<file path="src/rtl/rv_pkg.sv">
// rv_pkg: shared opcodes, funct fields, FSM states and ALU operations for rv_mc_core (HALT exists only with RV_ILLEGAL_HALT_EN)
package rv_pkg;
  localparam logic [6:0] OP_R = 7'b0110011;
  localparam logic [6:0] OP_I = 7'b0010011;
  localparam logic [2:0] F3_ADD = 3'b000;
  localparam logic [2:0] F3_SLL = 3'b001;
  localparam logic [2:0] F3_SLT = 3'b010;
  localparam logic [2:0] F3_SLTU = 3'b011;
  localparam logic [2:0] F3_XOR = 3'b100;
  localparam logic [2:0] F3_SR = 3'b101;
  localparam logic [2:0] F3_OR = 3'b110;
  localparam logic [2:0] F3_AND = 3'b111;
  localparam logic [6:0] F7_BASE = 7'b0000000;
  localparam logic [6:0] F7_ALT = 7'b0100000;
  typedef enum logic [2:0] {
    FETCH,
    DECODE,
    EXECUTE,
    WRITEBACK
`ifdef RV_ILLEGAL_HALT_EN
    , HALT
`endif
  } state_e;
  typedef enum logic [3:0] {
    ALU_ADD, ALU_SUB, ALU_SLL, ALU_SLT, ALU_SLTU,
    ALU_XOR, ALU_SRL, ALU_SRA, ALU_OR, ALU_AND
  } alu_op_e;
endpackage

</file>
<file path="src/rtl/rv_alu.sv">
// rv_alu: combinational XLEN-wide integer ALU
module rv_alu
  import rv_pkg::*;
#(
  parameter int XLEN = 32
) (
  input  logic [XLEN-1:0] op1,
  input  logic [XLEN-1:0] op2,
  input  alu_op_e         op,
  output logic [XLEN-1:0] y
);
  localparam int SW = $clog2(XLEN);
  logic [SW-1:0] sh;
  assign sh = op2[SW-1:0];
  always_comb begin
    case (op)
      ALU_ADD:  y = op1 + op2;
      ALU_SUB:  y = op1 - op2;
      ALU_SLL:  y = op1 << sh;
      ALU_SLT:  y = {{(XLEN-1){1'b0}}, $signed(op1) < $signed(op2)};
      ALU_SLTU: y = {{(XLEN-1){1'b0}}, op1 < op2};
      ALU_XOR:  y = op1 ^ op2;
      ALU_SRL:  y = op1 >> sh;
      ALU_SRA:  y = $unsigned($signed(op1) >>> sh);
      ALU_OR:   y = op1 | op2;
      ALU_AND:  y = op1 & op2;
      default:  y = '0;
    endcase
  end
endmodule

</file>
<file path="src/rtl/rv_mc_core.sv">
// rv_mc_core: multi-cycle RV32E/RV32I ALU core with fetch handshake; RV_ILLEGAL_HALT_EN adds the illegal port and HALT state
module rv_mc_core
  import rv_pkg::*;
#(
  parameter int XLEN = 32,
  parameter int NUM_REGS = 16,
  parameter logic [XLEN-1:0] RESET_PC = '0
) (
  input  logic            clk,
  input  logic            reset,
  output logic            imem_req,
  output logic [XLEN-1:0] imem_addr,
  input  logic            imem_ack,
  input  logic [31:0]     imem_rdata,
  output logic [XLEN-1:0] alu_result,
  output logic            retire
`ifdef RV_ILLEGAL_HALT_EN
  , output logic          illegal
`endif
);
  localparam int RW = $clog2(NUM_REGS);
  state_e state, nxt;
  logic [XLEN-1:0] pc, op1, op2, rs1_v, rs2_v, imm, alu_y;
  logic [31:0] instr;
  logic [XLEN-1:0] rf [NUM_REGS];
  logic [6:0] opc, f7;
  logic [4:0] rd, rs1, rs2;
  logic [2:0] f3;
  logic is_r, is_i, shift_ok, r_ok, i_ok, idx_ok, legal, sub, sra;
  alu_op_e alu_op;
  assign opc = instr[6:0];
  assign rd = instr[11:7];
  assign f3 = instr[14:12];
  assign rs1 = instr[19:15];
  assign rs2 = instr[24:20];
  assign f7 = instr[31:25];
  assign is_r = opc == OP_R;
  assign is_i = opc == OP_I;
  // shamt[5] only exists on RV64, so bit 25 must be clear for XLEN=32
  assign shift_ok = (instr[31:26] == 6'b0 || (f3 == F3_SR && instr[31:26] == 6'b010000)) && (XLEN == 64 || !instr[25]);
  assign r_ok = f7 == F7_BASE || (f7 == F7_ALT && (f3 == F3_ADD || f3 == F3_SR));
  assign i_ok = (f3 == F3_SLL || f3 == F3_SR) ? shift_ok : 1'b1;
  assign idx_ok = int'(rd) < NUM_REGS && int'(rs1) < NUM_REGS && (!is_r || int'(rs2) < NUM_REGS);
  assign legal = ((is_r && r_ok) || (is_i && i_ok)) && idx_ok;
  assign sub = is_r && f7[5];
  assign sra = instr[30];
  assign imm = {{(XLEN-12){instr[31]}}, instr[31:20]};
  assign rs1_v = (rs1 != 5'd0 && int'(rs1) < NUM_REGS) ? rf[rs1[RW-1:0]] : '0;
  assign rs2_v = (rs2 != 5'd0 && int'(rs2) < NUM_REGS) ? rf[rs2[RW-1:0]] : '0;
  assign imem_addr = pc;
  always_comb begin
    case (f3)
      F3_ADD:  alu_op = sub ? ALU_SUB : ALU_ADD;
      F3_SLL:  alu_op = ALU_SLL;
      F3_SLT:  alu_op = ALU_SLT;
      F3_SLTU: alu_op = ALU_SLTU;
      F3_XOR:  alu_op = ALU_XOR;
      F3_SR:   alu_op = sra ? ALU_SRA : ALU_SRL;
      F3_OR:   alu_op = ALU_OR;
      default: alu_op = ALU_AND;
    endcase
  end
  rv_alu #(.XLEN(XLEN)) u_alu (
    .op1(op1),
    .op2(op2),
    .op(alu_op),
    .y(alu_y)
  );
  always_ff @(posedge clk) begin
    if (reset) state <= FETCH;
    else state <= nxt;
  end
  always_comb begin
    nxt = state;
    case (state)
      FETCH:     nxt = imem_ack ? DECODE : FETCH;
      DECODE:    nxt = EXECUTE;
`ifdef RV_ILLEGAL_HALT_EN
      EXECUTE:   nxt = legal ? WRITEBACK : HALT;
`else
      EXECUTE:   nxt = WRITEBACK;
`endif
      WRITEBACK: nxt = FETCH;
      default:   nxt = state;
    endcase
  end
  always_comb begin
    imem_req = state == FETCH && !reset;
`ifdef RV_ILLEGAL_HALT_EN
    illegal = state == HALT;
`endif
  end
  always_ff @(posedge clk) begin
    if (reset) begin
      pc <= RESET_PC;
      instr <= '0;
      alu_result <= '0;
      retire <= 1'b0;
    end else begin
      retire <= 1'b0;
      if (state == FETCH && imem_ack) instr <= imem_rdata;
      if (state == EXECUTE) begin
        if (legal) alu_result <= alu_y;
`ifdef RV_ILLEGAL_HALT_EN
        retire <= legal;
`else
        retire <= 1'b1;
`endif
      end
      if (state == WRITEBACK) pc <= pc + XLEN'(4);
    end
  end
  always_ff @(posedge clk) begin
    if (state == DECODE) begin
      op1 <= rs1_v;
      op2 <= is_r ? rs2_v : imm;
    end
    if (!reset && state == WRITEBACK && legal && rd != 5'd0) rf[rd[RW-1:0]] <= alu_result;
  end
endmodule

</file>
<file path="config.mk">
export PLATFORM = sky130hd
export DESIGN_NAME = rv_mc_core
export DESIGN_NICKNAME = d
export VERILOG_FILES = /design/src/rtl/rv_pkg.sv /design/src/rtl/rv_alu.sv /design/src/rtl/rv_mc_core.sv
export SDC_FILE = /design/constraint.sdc
export NUM_CORES = 1
export LEC_CHECK = 0
export CAP_MARGIN = 10
export CORE_ASPECT_RATIO = 2
export CORE_MARGIN = 3
export CORE_UTILIZATION = 40
export CTS_BUF_LIST = sky130_fd_sc_hd__clkbuf_8
export CTS_CLUSTER_SIZE = 20
export DETAILED_ROUTE_END_ITERATION = 10
export GPL_TIMING_DRIVEN = 0
export PLACE_DENSITY = 0.54
export SLEW_MARGIN = 5
export SYNTH_ARGS = -nofsm -noshare
export SYNTH_HDL_FRONTEND = slang
export SYNTH_HIERARCHICAL = 1
export SYNTH_SLANG_ARGS = --single-unit
</file>
<file path="constraint.sdc">
create_clock -name clk -period 11.3 [get_ports clk]
set_input_delay 2.26 -clock clk [delete_from_list [all_inputs] [get_ports clk]]
set_output_delay 2.26 -clock clk [all_outputs]
set_load 0.01 [all_outputs]
</file>
After elaboration in Yosys (flattened, before gate mapping)
Memories as Yosys holds them, arrays and structs flattened. A register that Yosys moved wholly into a read port is not among the register bits.
Cells that the tools add are included.

cells by class
  add/subtract/negate cells = 3
  multiplexer cells = 14
  eq/ne operators = 22
  reduce and logical (&&, ||, !) cells = 36
  $lt $le $gt $ge = 5
  bitwise operators = 3
  shift-type cells = 3

operators with widths
  cell                                                 number
  case mux 32 bit (10 select lines)                    1
  less-than comparator 32 bit                          2
  two-way mux 32 bit                                   2
  adder 32 x 3 -> 32 bit, second input constant        1
  adder 32 bit                                         1
  bitwise AND 32 bit                                   1
  OR 32 bit                                            1
  << shifter 32 x 5 -> 32 bit                          1
  >> shifter 32 x 5 -> 32 bit                          1
  >>> shifter 32 x 5 -> 32 bit                         1
  subtractor 32 bit                                    1
  XOR 32 bit                                           1
  case mux 4 bit (7 select lines)                      1
  equality test 4 x 3 -> 1 bit, second input constant  4
  logical AND 1 bit                                    16
  less-than comparator 5 bit, second input constant    3
  nonzero test 5 bit                                   3
  equality test 7 x 6 -> 1 bit, second input constant  2
  equality test 3 x 2 -> 1 bit, second input constant  4
  case mux 3 bit (4 select lines)                      1
  equality test 3 bit, second input constant           3
  equality test 4 x 2 -> 1 bit, second input constant  2
  equality test 4 bit, second input constant           2
  two-way mux 4 bit                                    2
  other kinds (13)                                     29

storage, ports and cells
  logic and storage cells = 93
  input bits = 35
  bits in registers = 132
  output and inout bits = 66
  memory bits (writable) = 512
  memories = 1

memories
  memory  depth  bits a word  read ports  clocked after Yosys merged registers in  write ports  line              text
  rf      16     32           2           2                                        1            rv_mc_core.sv:25  logic [XLEN-1:0] rf [NUM_REGS];

Logic depth before layout (Yosys ltp)
Gate-level depths: netlist of run 1.

  depth after elaboration = 12
  mapped depth = 17
  mapped depth without buffers = 14

By module
Netlist of run 1, hierarchy kept.

modules (own cells, without submodules)
  module      sequential area each (sq um)  cells each  area each (sq um)  instances
  rv_mc_core  19318.5                       1850        30011.3            1
  rv_alu      0.0                           1231        8196.6             1

Worst setup path before layout of run 1
No wires, ideal clock.

  kind = input port to flip-flop
  from = in reset
  to = mem rf[1][0] (enable)
  setup time = 461 ps
  stages = 6
  data arrival time = 5433 ps
  data required time = 10839 ps
  buffers on the path = 1
  path slack = 5406 ps
  cell sequence = clkbuf_1 -> nor2b_1 -> nand4_1 -> nor4_1 -> nand3b_1 -> nor3_1

on the way
  word-level cells in the longest chain between the ends = 6

RTL lines
  what                                     line               text
  from (decl)                              rv_mc_core.sv:10   input logic reset,
  logical NOT 1 bit                        rv_mc_core.sv:118  if (!reset && state == WRITEBACK && legal && rd != 5'd0) rf[rd[RW-1:0]] <= alu_result;
  logical AND 1 bit (3 in a row)           rv_mc_core.sv:118
  two-way mux 1 bit                        rv_mc_core.sv:118
  two-way mux 1 bit (not written as such)  rv_mc_core.sv:118
  to (decl)                                rv_mc_core.sv:25

No other way between the ends.

Worst setup path after layout of run 1
  from = reg op2[1]
  to = reg alu_result[31]

on the way
  word-level cells in the longest chain between the ends = 2
  elaborated cells between the ends (all ways) = 6
  those cells by class = add/sub: 2; shift: 3; mux: 1

RTL lines
  what                                       line               text
  from (decl)                                rv_mc_core.sv:23   logic [XLEN-1:0] pc, op1, op2, rs1_v, rs2_v, imm, alu_y;
  from (signal assigned)                     rv_mc_core.sv:116  op2 <= is_r ? rs2_v : imm;
  subtractor 32 bit (tied with other cells)  rv_alu.sv:18       ALU_SUB: y = op1 - op2;
  case mux 32 bit (10 select lines) *        rv_alu.sv:16       case (op)
  via alu_y[31]                              rv_mc_core.sv:23
  to (signal assigned)                       rv_mc_core.sv:103  if (legal) alu_result <= alu_y;
  to (decl)                                  rv_mc_core.sv:15   output logic [XLEN-1:0] alu_result,

The timed path passes the listed nets; every way through them passes the cells marked *.
A chain may end at the register's enable or synchronous reset.

==> metrics.txt, run 1 <==
outcome=complete, no violations; vias in the first global route=between 30000 and 40000; clock latency on the worst-skew pair=750 ps; Final nets=around 3500; Max-Cap Viols=0; post-cts gate resize count=0; static leakage=14.52 nW; DRC errors left=0; proportion of layout cells with a drive suffix above 1=about 17%; post-synthesis register bit count=between 600 and 700; antenna-violating nets left=0; Worst IR Drop VDD=0.1200 mV; asr flop ratio synth=0%; crit share post-route=a little under two thirds; Slew HR=slightly below 5%; clock slew at reported path FFs=approximately 80 ps; Hold WC Path Type=flop to flop; Initial Util=40.52%; Die Area=99490 um2; DR vias=between 30000 and 40000; PwrDens=approximately 200 nW/um2; data required time at the worst endpoint=between 10000 and 15000 ps; width of the die=224.5 um; io pins=slightly above 100; RSZ-0062 raised after global routing=false; flip-flop and latch area=19320 um2; hold path cells=2; CTS Buffer Depth=3; most common cell after layout, fill and taps aside=edfxtp_1; GRT Total Usage=a little under two fifths; Vias per Instance=roughly 6.6; Power Total=approximately 8.7 mW; CTS Hold Bufs=0; CP Class=flop to flop; Worst R2R End=alu_result[31]$_SDFFE_PP0P_; Setup crit start kind=flop; WL final=184200 um; Mapped Cells=just over 3000; Layout fillers=between 8000 and 9000; Synth Cell Area=38210 um2; pin count of the biggest net entering global routing=65; ys flop type=edfxtp_1; Final Hold Violating Endpoints=0; DRT Pass-1 Iters=6; gpl congestion=~1.1; dpl hpwl=approximately 140000 um; setup TNS=0 ps; reg2reg path depth=17; Core Util, Final=a little under half; worst hold start=instr[2]$_SDFFE_PP0P_; # setup viols final=0; EDFF count, synth=between 500 and 600; Root Driver=clkbuf_8; global-route wire length before repair=around 250000 um; I/O Buffers=a little under 100; chip height=443.1 um; grt peak-use layer=met2; post-synthesis area per instance=about 12 um2; cts bufs inserted=between 80 and 90; sequential fraction of the synthesis area=between 50% and 60%; H-Tree Depth=3; grt ovf=0; setup ws final=around 4100 ps; clk_skew=approximately 36 ps; fmax=between 100 and 150 MHz; hold path endpoint=instr[2]$_SDFFE_PP0P_; Crit path arrival time=7890 ps; area taken by multi-input logic gates=~18000 um2; drt first-iter violations=3199; met3 usage=about a tenth; CP max FO=12; core area=~94000 um2; CTS Sinks=between 600 and 700; Synth Warn #=6; commonest non-fill, non-tap cells in the layout=edfxtp_1 (576), nand2_1 (249), nor2_1 (245), mux2i_1 (227), mux4_2 (219); CTS tree=built; GR Util met2=64.82%; Final Max Tran Viols=0; DR WL/cell=39.59 um; initial antenna violation count=27; crit path capture type=flop; area grow syn2layout=13.94%; Least-Margin Pin Slew=about 1400 ps; min Tclk post-route=7220 ps; setup slack, reg-to-reg=between 4000 and 5000 ps; met1 usage=a little under a third; r2r startpoint=op2[1]$_DFFE_PP_; Yosys cell types=86; # rows=around 160; Place WS=roughly 4400 ps; Post-CTS Setup Inserts=0
==> state kept, by name, summed over array words and instances, names as in the netlist, named ones only <==
signal	flops
alu_result	32
imem_addr	30
instr	32
op1	32
op2	32
retire	1
rf	512
state	2
==> cells by family after synthesis <==
| logic type | count (synthesis) | share of synthesized area (%) |
|---|---|---|
| other | 1 | 0.009815 |
| muxes | 542 | 21.68 |
| buffers and inverters | 322 | 3.409 |
| adders and majority gates | 106 | 3.511 |
| DFF | 677 | 50.56 |
| and+or+nand+nor | 715 | 8.308 |
| AOI/OAI and AO/OA | 667 | 11.35 |
| xor gates and xnor gates | 51 | 1.169 |
==> critical path: stages (launching register included) <==
cell and delay [ps]:
edfxtp_1 650, buf_2 370, inv_2 360, buf_2 630, clkbuf_1 1030, ha_1 450, nor2_1 280, o311ai_1 300
a21oi_1 370, o31ai_2 150, buf_6 170, o311ai_2 690, a21oi_1 150, or3_1 400, o211a_1 220, o21ai_1 600
mux2i_1 160, nor2_1 120
==> synthesized netlist by cell type (33+ instances only) <==
master / instances / share of area (%)
a21oi_1: 201 / 2.6
buf_1: 36 / 0.35
buf_2: 33 / 0.43
clkbuf_1: 147 / 1.4
dfxtp_1: 101 / 5.3
edfxtp_1: 576 / 45
ha_1: 104 / 3.4
inv_1: 90 / 0.88
mux2_2: 94 / 2.8
mux2i_1: 229 / 6.0
mux4_2: 219 / 13
nand2_1: 249 / 2.4
nand3_1: 44 / 0.58
nor2_1: 259 / 2.5
nor3_1: 33 / 0.43
o211ai_1: 76 / 1.5
o21ai_0: 134 / 1.8
==> power breakdown <==
group	switching [mW]	internal (mW)	total, mW
Combinational	2.69	1.20	3.89
Clock	0.957	0.909	1.87
Sequential	0.175	2.80	2.98
Total	3.82	4.91	8.74
==> metal layers <==
metal  vias up  part of all wire, %
li1      12460                    -
met1     15190                   28
met2      2130                   52
met3       965                  7.1
met4         6                   13
met5         -                0.020
==> through the flow <==
step                      cells  hold WS [ps]  instance area (um2)
after detailed placement   4461         449.3                41590
final                      4653         455.7                43530
after global placement     4418         444.2                40810
after floorplan            3114         431.8                38330
after CTS                  4617         455.9                43330
after global routing       4634         485.5                43490
==> worst max path at each step <==
stage                startpoint                     endpoint  slack (ps)  cells past startpoint
2_1_floorplan             reset           rf[1][0]$_DFFE_PP_        5410                      6
3_3_place_gp              reset          rf[1][16]$_DFFE_PP_         710                      6
3_5_place_dp              reset                     imem_req        4410                      5
4_1_cts                   reset                     imem_req        4420                      5
5_1_grt        op2[1]$_DFFE_PP_  alu_result[31]$_SDFFE_PP0P_        4020                     16
6_report       op2[1]$_DFFE_PP_  alu_result[31]$_SDFFE_PP0P_        4080                     17
==> layout make-up <==
| cell class | instances | share of cell area, % |
|---|---|---|
| multi-input combinational | 2115 | 41.07 |
| sequential | 677 | 44.38 |
| tap | 1207 | 3.469 |
| buffer | 226 | 2.184 |
| clock buffer | 94 | 2.972 |
| antenna | 28 | 0.1609 |
| clock inverter | 62 | 1.006 |
| timing repair buffer | 148 | 3.935 |
| inverter | 96 | 0.8277 |
No activity file was read; power rests on OpenSTA's default activity.
==> inputs of run 2 (changes only) <==
- PLACE_DENSITY: 0.54 -> 0.56
- clock period: 11.3 -> 6.2 ns (I/O delays scaled with it)
==> run 2 against run 1 <==
Sequential power is 82% higher; global-route usage is 1.4 points lower; die area stayed put; clock skew is 8.7 ps higher; power is 81% higher; combinational power is 79% higher; critical path type unchanged; critical path depth is 7 lower; highest routed layer unchanged.
==> metrics.txt, run 2 (synthesized netlist as in run 1, its figures left out) <==
min Tclk post-route=6033 ps (-1187 ps); grt peak-use layer=met2; Root Driver=clkbuf_8; DRC errors left=0 (unchanged); pin count of the biggest net entering global routing=65 (unchanged); Slew HR=4.802% (-0.024 points); outcome=complete, no violations; reg2reg path depth=10 (-7); Place WS=-442.0 ps (-4857 ps); Initial Util=40.52% (unchanged); DR vias=30260 (-1.6%); clk_skew=44.60 ps (+8.703 ps); CTS Buffer Depth=3 (unchanged); cts bufs inserted=88 (+3.5%); core area=94300 um2 (unchanged); chip height=443.1 um (unchanged); Core Util, Final=46.17% (about the same); data required time at the worst endpoint=6910 ps (-5060 ps); area grow syn2layout=13.95% (about the same); crit path cell chain=nand4_1 > a221oi_1 > clkbuf_1 > clkbuf_1 > buf_1 > nand2_1 > o211a_1 > o21ai_1 > mux2i_1 > nor2_1; # setup viols final=0 (unchanged); Max-Cap Viols=0 (unchanged); CTS Hold Bufs=0 (unchanged); dpl hpwl=138400 um (-2.3%); CP max stage delay=920 ps (-110 ps); H-Tree Depth=3 (unchanged); clock latency on the worst-skew pair=760 ps (about the same); cell mode on critical path=clkbuf_1; initial antenna violation count=8 (-70%); WL final=178900 um (-2.9%); clock slew at reported path FFs=90 ps (about the same); I/O Buffers=97 (unchanged); Power Total=15.77 mW (+81%); crit path capture type=flop; Final Max Tran Viols=0 (unchanged); proportion of layout cells with a drive suffix above 1=17.16% (-0.039 points); GRT Total Usage=35.71% (-1.4 points); Non-Filler Instances=4632 (-0.45%); hold path cells=2 (unchanged); CTS tree=built; met3 usage=7.551% (-2.6 points); Largest register FFs=512 (unchanged); antenna-violating nets left=0 (unchanged); static leakage=14.52 nW (about the same); met1 usage=31.33% (-0.58 points); Worst IR Drop VDD=0.2455 mV (+100%); width of the die=224.5 um (unchanged); Die Area=99490 um2 (unchanged); io pins=101 (unchanged); DRT Pass-1 Iters=6 (unchanged); Hold WC Path Type=flop to flop; Setup crit start kind=flop; Least-Margin Pin Slew=1428 ps (+0.3669 ps); CTS Sinks=677 (unchanged); Final nets=3489 (-0.029%); crit share post-route=97.30% (+33 points); CP Class=flop to flop; Slowest cell on crit path=a221oi_1; DR WL/cell=38.62 um (-2.5%); most common cell after layout, fill and taps aside=edfxtp_1; RSZ-0062 raised after global routing=false; fmax=165.8 MHz (+20%); # rows=159 (unchanged); setup ws final=167.3 ps (-3913 ps); grt ovf=0 (unchanged); dpl cells=4460 (-0.022%); Crit path arrival time=6740 ps (-1150 ps); vias in the first global route=31900 (+0.38%); CP max FO=10 (-2); PwrDens=362.3 nW/um2 (+81%); global-route wire length before repair=244900 um (-3.2%); drt first-iter violations=3169 (-0.94%); Vias per Instance=6.532 (-1.1%); gpl congestion=1.067 (-1.4%); commonest non-fill, non-tap cells in the layout=edfxtp_1 (576), nand2_1 (249), nor2_1 (246), mux2i_1 (228), mux4_2 (219); Final Hold Violating Endpoints=0 (unchanged); GR Util met2=64.27% (-0.55 points)
[run 2: cell count changes in the layout (fill, tap and decap cells not counted), sizes merged]
cell | previous run | this run
inv | 119 | 118
bufinv | 6 | 5
clkinvlp | 6 | 5
diode | 28 | 5
clkbuf | 242 | 241
clkinv | 27 | 37
buf | 129 | 125
[run 2: layer usage]
layer  vias up  share of wire, %  wire, um
met2      1947                52     93130
met4         6                13     23160
met5         -             0.023        41
met1     14990                28     50590
met3       889               6.7     11950
li1      12420                 -         -
[run 2: area by class of cell]
class	count	area [um2]
Clock buffer	93	1280
Antenna cell	5	12.51
Tap cell	1207	1510
Multi-Input combinational cell	2115	17910
Fill cell	8739	50760
Buffer	224	939.7
Sequential cell	677	19320
Clock inverter	69	452.9
Timing Repair Buffer	146	1753
Inverter	96	360.3
[run 2: final timing paths]
path	from	endpoint	slack [ps]
setup / recovery	instr[30]$_SDFFE_PP0P_	alu_result[31]$_SDFFE_PP0P_	170
hold / removal	instr[3]$_SDFFE_PP0P_	instr[3]$_SDFFE_PP0P_	450
setup reg to reg	instr[30]$_SDFFE_PP0P_	alu_result[31]$_SDFFE_PP0P_	170
hold reg to reg	instr[3]$_SDFFE_PP0P_	instr[3]$_SDFFE_PP0P_	450
[run 2: critical path, delay by kind of cell (launching register included)]
kind | cells | cell delay [ps]
AND/OR/NAND/NOR | 3 | 1040
buffers and inverters | 3 | 2140
multiplexers | 1 | 180
flip-flops | 1 | 730
AO/OA/AOI/OAI | 3 | 1830
[run 2: power by group]
part	internal, mW	switching (mW)
logic	2.19	4.76
clock network	1.62	1.78
registers	5.11	0.314
total	8.92	6.86
[run 2: timing repair]
item                                    in CTS  in global routing
setup buffers                                0                  0
gates resized for setup                      1                  2
endpoints found under the setup margin      13                  5
endpoints found under the hold margin        0                  0
[run 2: through the flow]
| step | TNS [ps] | instance area [um2] | hold slack [ps] |
|---|---|---|---|
| 2_1_floorplan | 0 | 38330 | 431.8 |
| 3_3_place_gp | -584910 | 40810 | 444.2 |
| 3_5_place_dp | -3355 | 41670 | 452.1 |
| 4_1_cts | 0 | 43410 | 456.3 |
| 5_1_grt | 0 | 43530 | 494.8 |
| 6_report | 0 | 43540 | 454.2 |
